`config.mk`:
```
export PLATFORM = sky130hd
export DESIGN_NAME = shift_unit_sched
export DESIGN_NICKNAME = d
export VERILOG_FILES = /design/src/rtl/shift_pkg.sv /design/src/rtl/shift_rr_arb.sv /design/src/rtl/shift_unit_sched.sv
export SDC_FILE = /design/constraint.sdc
export NUM_CORES = 1
export LEC_CHECK = 0
export CORE_MARGIN = 2
export CORE_UTILIZATION = 44
export DETAILED_ROUTE_END_ITERATION = 12
export PLACE_DENSITY = 0.92
export SYNTH_ARGS = -nofsm -noshare
export SYNTH_HDL_FRONTEND = slang
export SYNTH_SLANG_ARGS = --single-unit
```
`constraint.sdc`:
```
create_clock -name clk -period 2.22 [get_ports clk]
set_clock_uncertainty 0.15 [all_clocks]
set_input_delay 0.444 -clock clk [delete_from_list [all_inputs] [get_ports clk]]
set_output_delay 0.444 -clock clk [all_outputs]
set_load 0.005 [all_outputs]
```
`src/rtl/shift_pkg.sv`:
```
// Shared definitions for the shared-shifter scheduler: op encodings, widths,
// the in-flight tracking record and the bit-reversal helper.
package shift_pkg;

  localparam int DATA_W = 32;
  localparam int AMT_W  = 5;

  localparam logic [1:0] OP_SRL = 2'b00;
  localparam logic [1:0] OP_ROR = 2'b01;
  localparam logic [1:0] OP_SLL = 2'b10;
  localparam logic [1:0] OP_ROL = 2'b11;

  localparam logic PORT_A = 1'b0;
  localparam logic PORT_B = 1'b1;

  typedef struct packed {
    logic valid;
    logic port;
    logic rev;
  } track_t;

  function automatic logic [DATA_W-1:0] bit_reverse32(input logic [DATA_W-1:0] d);
    logic [DATA_W-1:0] r;
    r = '0;
    for (int i = 0; i < DATA_W; i++) begin
      r[i] = d[DATA_W-1-i];
    end
    return r;
  endfunction

endpackage

```
`src/rtl/shift_rr_arb.sv`:
```
// Two-way arbiter for the shared shifter: round-robin when FAIR=1,
// fixed priority to port A when FAIR=0. The last grant moves only on a handshake.
module shift_rr_arb
  import shift_pkg::*;
#(
  parameter bit FAIR = 1'b1
) (
  input  logic clk,
  input  logic rst_n,
  input  logic a_valid,
  input  logic b_valid,
  output logic grant_a,
  output logic grant_b
);

  logic last_b_r;
  logic grant_a_s;
  logic grant_b_s;

  // Grant selection; a grant always implies the matching valid
  always_comb begin
    grant_a_s = 1'b0;
    grant_b_s = 1'b0;
    if (a_valid && b_valid) begin
      if (FAIR && !last_b_r) begin
        grant_b_s = 1'b1;
      end else begin
        grant_a_s = 1'b1;
      end
    end else if (a_valid) begin
      grant_a_s = 1'b1;
    end else if (b_valid) begin
      grant_b_s = 1'b1;
    end else begin
      grant_a_s = 1'b0;
      grant_b_s = 1'b0;
    end
  end

  // Last-grant register; resets to B so A wins the first tie
  always_ff @(posedge clk or negedge rst_n) begin
    if (!rst_n) begin
      last_b_r <= PORT_B;
    end else if (grant_a_s || grant_b_s) begin
      last_b_r <= grant_b_s;
    end
  end

  assign grant_a = grant_a_s;
  assign grant_b = grant_b_s;

endmodule

```
`src/rtl/shift_unit_sched.sv`:
```
// Shares one external right shifter/rotator between ports A and B, adds left
// ops via operand/result bit reversal and routes each result back to its issuer.
module shift_unit_sched
  import shift_pkg::*;
#(
  parameter int SH_LATENCY = 1,
  parameter bit FAIR       = 1'b1
) (
  input  logic              clk,
  input  logic              rst_n,
  input  logic              a_valid,
  output logic              a_ready,
  input  logic [DATA_W-1:0] a_data,
  input  logic [AMT_W-1:0]  a_amt,
  input  logic [1:0]        a_op,
  input  logic              b_valid,
  output logic              b_ready,
  input  logic [DATA_W-1:0] b_data,
  input  logic [AMT_W-1:0]  b_amt,
  input  logic [1:0]        b_op,
  output logic              a_rsp_valid,
  output logic [DATA_W-1:0] a_rsp_data,
  output logic              b_rsp_valid,
  output logic [DATA_W-1:0] b_rsp_data,
  output logic [DATA_W-1:0] sh_in,
  output logic              sh_rotate,
  output logic [AMT_W-1:0]  sh_select,
  input  logic [DATA_W-1:0] sh_out,
  output logic              busy
);

  logic              grant_a_s, grant_b_s, hs_s;
  logic [DATA_W-1:0] iss_data_s, iss_in_s, result_s;
  logic [AMT_W-1:0]  iss_amt_s;
  logic [1:0]        iss_op_s;
  logic [DATA_W-1:0] hold_in_r;
  logic              hold_rot_r;
  logic [AMT_W-1:0]  hold_sel_r;
  track_t            iss_entry_s, end_s;
  logic              pipe_busy_s;
  logic              a_rsp_valid_r, b_rsp_valid_r;
  logic [DATA_W-1:0] a_rsp_data_r, b_rsp_data_r;

  shift_rr_arb #(.FAIR(FAIR)) u_arb (
    .clk     (clk),
    .rst_n   (rst_n),
    .a_valid (a_valid),
    .b_valid (b_valid),
    .grant_a (grant_a_s),
    .grant_b (grant_b_s)
  );

  assign a_ready = grant_a_s;
  assign b_ready = grant_b_s;
  assign hs_s    = grant_a_s | grant_b_s;

  // Select the granted request
  always_comb begin
    iss_data_s = a_data;
    iss_amt_s  = a_amt;
    iss_op_s   = a_op;
    if (grant_b_s) begin
      iss_data_s = b_data;
      iss_amt_s  = b_amt;
      iss_op_s   = b_op;
    end else begin
      iss_data_s = a_data;
      iss_amt_s  = a_amt;
      iss_op_s   = a_op;
    end
  end

  assign iss_in_s = iss_op_s[1] ? bit_reverse32(iss_data_s) : iss_data_s;

  // Hold copy keeps the shifter inputs quiet between handshakes
  always_ff @(posedge clk or negedge rst_n) begin
    if (!rst_n) begin
      hold_in_r  <= '0;
      hold_rot_r <= 1'b0;
      hold_sel_r <= '0;
    end else if (hs_s) begin
      hold_in_r  <= iss_in_s;
      hold_rot_r <= iss_op_s[0];
      hold_sel_r <= iss_amt_s;
    end
  end

  // Shifter drive: fresh operands on a handshake, otherwise the hold copy
  always_comb begin
    sh_in     = hold_in_r;
    sh_rotate = hold_rot_r;
    sh_select = hold_sel_r;
    if (hs_s) begin
      sh_in     = iss_in_s;
      sh_rotate = iss_op_s[0];
      sh_select = iss_amt_s;
    end else begin
      sh_in     = hold_in_r;
      sh_rotate = hold_rot_r;
      sh_select = hold_sel_r;
    end
  end

  assign iss_entry_s.valid = hs_s;
  assign iss_entry_s.port  = grant_b_s;
  assign iss_entry_s.rev   = iss_op_s[1];

  generate
    if (SH_LATENCY == 0) begin : g_comb
      assign end_s       = iss_entry_s;
      assign pipe_busy_s = 1'b0;
    end else begin : g_pipe
      track_t pipe_r [SH_LATENCY];

      // Tracking pipeline mirrors the shifter latency
      always_ff @(posedge clk or negedge rst_n) begin
        if (!rst_n) begin
          for (int i = 0; i < SH_LATENCY; i++) begin
            pipe_r[i] <= '0;
          end
        end else begin
          pipe_r[0] <= iss_entry_s;
          for (int i = 1; i < SH_LATENCY; i++) begin
            pipe_r[i] <= pipe_r[i-1];
          end
        end
      end

      always_comb begin
        pipe_busy_s = 1'b0;
        for (int i = 0; i < SH_LATENCY; i++) begin
          pipe_busy_s = pipe_busy_s | pipe_r[i].valid;
        end
      end

      assign end_s = pipe_r[SH_LATENCY-1];
    end
  endgenerate

  assign result_s = end_s.rev ? bit_reverse32(sh_out) : sh_out;

  // Response registers: one-cycle pulse to the owner, the other port holds its data
  always_ff @(posedge clk or negedge rst_n) begin
    if (!rst_n) begin
      a_rsp_valid_r <= 1'b0;
      b_rsp_valid_r <= 1'b0;
      a_rsp_data_r  <= '0;
      b_rsp_data_r  <= '0;
    end else begin
      a_rsp_valid_r <= 1'b0;
      b_rsp_valid_r <= 1'b0;
      if (end_s.valid) begin
        if (end_s.port == PORT_B) begin
          b_rsp_valid_r <= 1'b1;
          b_rsp_data_r  <= result_s;
        end else begin
          a_rsp_valid_r <= 1'b1;
          a_rsp_data_r  <= result_s;
        end
      end
    end
  end

  assign a_rsp_valid = a_rsp_valid_r;
  assign b_rsp_valid = b_rsp_valid_r;
  assign a_rsp_data  = a_rsp_data_r;
  assign b_rsp_data  = b_rsp_data_r;
  assign busy        = pipe_busy_s | a_rsp_valid_r | b_rsp_valid_r;

endmodule

```
## Word level (Yosys, flattened, before mapping)

Cells that the tools add are included.
W data, S select, Z words.

| word-level totals | value |
|---|---|
| input bits | 114 |
| word-level logic and storage cells | 38 |
| memories | 0 |
| output and inout port bits | 107 |
| register bits | 108 |
| bits in writable memories | 0 |
| memory bits (read-only) | 0 |
| latch bits | 0 |

| operators by class | value |
|---|---|
| reductions and logical operators | 4 |
| $lt $le $gt $ge | 0 |
| divide/modulo/power cells | 0 |
| shifts and indexed selects | 0 |
| eq/ne operators | 0 |
| multipliers | 0 |
| multiplexer cells | 19 |
| $add $sub $neg | 0 |
| bitwise logic cells | 4 |

Operator list:

| cell | number |
|---|---|
| $mux W32 | 4 |
| $mux W1 | 12 |
| $mux W5 | 2 |
| $reduce_and A2 Y1 | 2 |
| $or A1 B1 Y1 | 3 |
| $mux W2 | 1 |
| $logic_and A1 B1 Y1 | 1 |
| $logic_or A1 B1 Y1 | 1 |
| $not A1 Y1 | 1 |

## Depth between registers and ports, before layout

| depth | value |
|---|---|
| depth after elaboration | 6 |
| mapped depth | 5 |
| gate-level depth less buffers | 3 |

## Hierarchy

Synthesis repeated with hierarchy kept, for this count alone.

| unflattened totals | value |
|---|---|
| cell total of the unflattened synthesis | 460 |
| area, all modules | 4924.7 um2 |

Modules (own cells, without submodules):

| module | cells each | sequential area each (um2) | instances | area an instance (um2) |
|---|---|---|---|---|
| shift_unit_sched | 454 | 2677.6 | 1 | 4869.7 |
| shift_rr_arb | 6 | 26.3 | 1 | 55.1 |

## Least setup slack after synthesis

OpenSTA, ideal clock, no wires.

| timing path | value |
|---|---|
| path kind | in2out |
| start | input a_valid |
| end | output sh_in[0] |
| required time | 1.626 ns |
| path buffers | 3 |
| data arrival time | 1.250 ns |
| stages | 5 |
| slack | 0.376 ns |
| cells stage by stage | buf_6 or2_1 buf_6 buf_6 o211a_1 |

| between the ends | value |
|---|---|
| cells in the longest elaborated chain, start to end | 5 |
| elaborated cells between the ends (all ways) | 10 |
| those cells by class | 8 x mux; 1 x bitwise; 1 x reduce/logical |

RTL lines:

| item | RTL line | source |
|---|---|---|
| from (decl) | shift_unit_sched.sv:11 | `input logic a_valid,` |
| $mux W1 / $logic_and A1 B1 Y1 (equally long branches) | shift_rr_arb.sv:30, shift_rr_arb.sv:24 |  |
| $mux W1 | shift_rr_arb.sv:24 | `if (a_valid && b_valid) begin` |
| $mux W32 / $mux W2 (equally long branches) | shift_unit_sched.sv:62 | `if (grant_b_s) begin` |
| $mux W32 | shift_unit_sched.sv:73 | `assign iss_in_s = iss_op_s[1] ? bit_reverse32(iss_data_s) : iss_data_s;` |
| $mux W32 (*) | -- |  |
| to (decl) | shift_unit_sched.sv:25 | `output logic [DATA_W-1:0] sh_in,` |

Mark *: on every way between the ends. The rest lies on a longest branch, timed or not.

## Worst setup path after layout

| timing path | value |
|---|---|
| start | register u_arb.last_b_r |
| end | output sh_rotate |

| between the ends | value |
|---|---|
| cells in the longest elaborated chain, start to end | 4 |
| elaborated cells between the ends (all ways) | 7 |
| those cells by class | 6 x mux; 1 x bitwise |

RTL lines:

| item | RTL line | source |
|---|---|---|
| from (decl) | shift_rr_arb.sv:16 | `logic last_b_r;` |
| from (signal assigned) | shift_rr_arb.sv:45 | `last_b_r <= grant_b_s;` |
| $mux W1 | shift_rr_arb.sv:25 | `if (FAIR && !last_b_r) begin` |
| $mux W1 | shift_rr_arb.sv:24 |  |
| $mux W2 / $or A1 B1 Y1 (equally long branches) | shift_unit_sched.sv:62, shift_unit_sched.sv:55 |  |
| $mux W1 (*) | -- |  |
| to (decl) | shift_unit_sched.sv:26 | `output logic sh_rotate,` |

Marked as above.

==> impl_metrics.toml <==
[floorplanning]
starting_density_of_the_core_pct = 45.0
rows = 40
placeableCoreArea_um2 = 12000
die_wd_um = 115
dieArea_um2 = 13100
chip_height_um = 115
io_pins = 221

[final_layout]
sequential_cell_area_um2 = 2710
multi_input_comb_area_um2 = 2710
fraction_of_layout_cells_with_a_size_suffix_above_1_pct = 25.6
nFillCells = 750
antenna-diode-count = 0
mostFrequentLayoutCell = "sky130_fd_sc_hd__clkdlybuf4s50_1"
postLayoutCoreUtil_pct = 74.1
area_growth_pct = 64.6
final_cell_mix = "175 x sky130_fd_sc_hd__clkdlybuf4s50_1, 106 x sky130_fd_sc_hd__dfrtp_1, 96 x sky130_fd_sc_hd__mux2i_1"
stdcell_count = 923
nets = 886

[critical_path]
r2r_setup_slack_ns = 0.27
timing.reg2reg.worst_path_depth = 9
path_max_fanout = 7
critical-path-max-stage-delay_ns = 0.55
critical_path.endpoint_type = "output port"
slowest_cp_cell = "sky130_fd_sc_hd__dfstp_2"
criticalPathCategory = "reg -> out"
cells_along_the_critical_path = "buf_6 > nand2b_4 > buf_6 > buf_12 > nand2_8 > o221a_1 > buf_2"
crit_required_ns = 1.63
worst_r2r_startpoint = "u_arb.last_b_r"
critical_path.n_buffers_inverters = 4
crit_family = "flip-flops"
critical-path-top-cell-by-count = "sky130_fd_sc_hd__buf_6"
worst_ep_arrival_time_ns = 1.81
cp-start-kind = "flop"
crit-reg2reg-capture = "hold_rot_r"

[timing]
drv_slew = 0
tns_ns = -4.76
slew_of_the_pin_with_the_lowest_slew_margin_ns = 0.490
post_layout_minimum_cycle_time_ns = 2.41
setup_slack_of_the_critical_path_after_layout_ns = -0.187
post-route-period-util_pct = 108
timing.max_slew.rel_slack_pct = 67.3
max_freq_ghz = 0.415
setup_viol_count_final = 39
holdWs_ns = 0.339
final_hold_viol_count = 0
grt_setup_unrepaired = "yes"

[drt]
route.antenna.remaining_nets = 0
routed_via_density = 5.67
avgRoutedWirePerCell_um = 20.4
detailedRoute.firstIterationViolations = 389
vias = 5235
wl_final_mm = 18.8
detailedRoute.firstPassIterationCount = 6
detail_route.drc_violations = 0

[grt]
largest_net_degree_at_the_start_of_global_routing = 66
grt_first_pass_wirelength_mm = 28.4
antenna_found_initial = 0
overflow = 0
grtUsageTotal_pct = 28.2
vias_in_the_first_global_route = 5498

[synthesis]
synth_sequential_area_ratio_pct = 50.2
synthDominantAreaCellType = "sky130_fd_sc_hd__dfrtp_1"
postSynthCellCount = 506
synth.ff_latch_count = 108
synthTopCellsByArea = "sky130_fd_sc_hd__dfrtp_1 50%, sky130_fd_sc_hd__mux2i_1 18%, sky130_fd_sc_hd__o211a_1 6.0%"
average_size_of_a_mapped_cell_um2 = 10.6
synth_area_um2 = 5380
netlist.area_leader.share_pct = 49.8
synth.lib_cells_used.distinct = 30
synthesis.yosys.warnings = 0
mappedNetlistNets = 620

[power]
power.share.switching_pct = 28.4
clock_power_share_pct = 28.0
power_density_nw_per_um2 = 722
irDropWorstVdd_mv = 0.513
p_seq_share_pct = 38.5
post-layout-total-power_mw = 6.40
power_leakage_nw = 4.02
netSwitchingPower_mw = 1.82
comb_power_share_pct = 33.4
internal-power_mw = 4.58

[place]
place.detailed.instances = 857
port_buffers = 220
dp_hpwl_mm = 12.0
gp_routability_congestion = 0.835

[run]
drv.max_cap_violation_count = 0

[cts]
worst_skew_pair.late_latency_ns = 0.34
cts_root_buf = "sky130_fd_sc_hd__clkbuf_16"
numClockSinks = 108
h-tree-depth = 3
cts_buffers = 9
clock_tree_from_tritoncts = "yes"
clock_path_buffers = 2
cts.clk_slew.worst_paths_ns = 0.07

[hold_path]
whs_endpoint = "a_rsp_data[1]"
hold_class = "reg -> reg"
min_from = "a_rsp_data[1]"
min_path_cells = 2

[status]
failing_checks = "setup timing"
run_status = "finished with violations"
## registers in the layout, summed over array words and instances (netlist names)
name            count
hold_in_r          32
end_s               2
pipe_busy_s         1
hold_rot_r          1
a_rsp_data         32
u_arb.last_b_r      1
b_rsp_data         32
a_rsp_valid         1
b_rsp_valid         1
hold_sel_r          5
## power by group through the flow
stage	sequential, mW	combinational, mW	clock (mW)
after floorplan	2.48	0.683	0
after global placement	2.47	1.80	0
after detailed placement	2.49	1.86	0
after CTS	2.46	2.05	1.81
after global routing	2.49	2.28	1.90
final	2.46	2.14	1.79
## kinds of logic (layout without fill, tap and decap cells)
kind of cell | count (synthesis) | count (layout) | synth area share (%)
AND/OR/NAND/NOR | 110 | 111 | 9.14
flip-flops | 108 | 108 | 50.2
AO/OA/AOI/OAI | 142 | 142 | 17.4
multiplexers | 97 | 97 | 18.1
buffers and inverters | 49 | 318 | 5.14
## Yosys cell counts
library cell,instances
sky130_fd_sc_hd__clkbuf_1,13
sky130_fd_sc_hd__or3_1,1
sky130_fd_sc_hd__nand3_1,32
sky130_fd_sc_hd__o211a_1,32
sky130_fd_sc_hd__mux2i_1,96
sky130_fd_sc_hd__nor2b_2,1
sky130_fd_sc_hd__inv_1,1
sky130_fd_sc_hd__or2_1,1
sky130_fd_sc_hd__dfstp_2,1
sky130_fd_sc_hd__and2_1,1
sky130_fd_sc_hd__dfrtp_1,107
sky130_fd_sc_hd__buf_1,2
sky130_fd_sc_hd__a21oi_1,32
sky130_fd_sc_hd__nand2_1,32
sky130_fd_sc_hd__nand2_2,1
sky130_fd_sc_hd__buf_6,5
sky130_fd_sc_hd__and2b_1,1
sky130_fd_sc_hd__o21ai_0,30
sky130_fd_sc_hd__clkbuf_4,1
sky130_fd_sc_hd__a21boi_2,1
sky130_fd_sc_hd__nor2_1,32
sky130_fd_sc_hd__buf_4,8
sky130_fd_sc_hd__o21ai_1,35
sky130_fd_sc_hd__inv_2,2
sky130_fd_sc_hd__mux2_1,1
sky130_fd_sc_hd__a211o_1,6
sky130_fd_sc_hd__o221a_1,6
sky130_fd_sc_hd__nor2b_1,6
sky130_fd_sc_hd__buf_2,17
sky130_fd_sc_hd__nand2b_1,2
## metal layers
metal / wire (µm) / part of all wire (%) / global-route usage, %
met4: 593 / 3.2 / 14.0
met3: 1270 / 6.7 / 5.72
met1: 7280 / 39 / 32.3
met5: 0 / 0 / 0
met2: 9670 / 51 / 49.9
## per-stage QoR
stage,setup WS [ns],instance area [µm²]
floorplan,0.376,5380
global placement,-1.05,7860
detailed placement,-1.10,7860
CTS,-0.189,8670
global route,-0.241,8860
finish,-0.187,8860
## tightest hold or removal path, cell delays in order, from the launching register on
cell	delay [ns]
sky130_fd_sc_hd__dfrtp_1	0.34
sky130_fd_sc_hd__nand2_1	0.05
sky130_fd_sc_hd__o21ai_1	0.06
## area by class of cell
type	instances	share of cell area (%)
Timing Repair Buffer	300	33.0
Multi-Input combinational cell	350	30.6
Sequential cell	108	30.5
Clock buffer	11	2.85
Tap cell	147	2.08
Clock inverter	4	0.876
Inverter	3	0.127
## worst max path at each step
stage,startpoint,cells after the start,to
3_3_place_gp,a_valid,5,sh_in[5]
3_5_place_dp,a_valid,5,sh_in[27]
2_1_floorplan,a_valid,5,sh_in[0]
5_1_grt,u_arb.last_b_r,7,sh_rotate
4_1_cts,u_arb.last_b_r,6,sh_in[5]
6_report,u_arb.last_b_r,7,sh_rotate
## repair_timing
action,in CTS,in global routing
hold buffers,1,0
gates resized for setup,248,26
hold endpoints to repair,107,0
buffers inserted,34,11
setup endpoints to repair,40,40
cloned,6,0
pin swaps,63,14
Power figures use the tool's default switching activity.
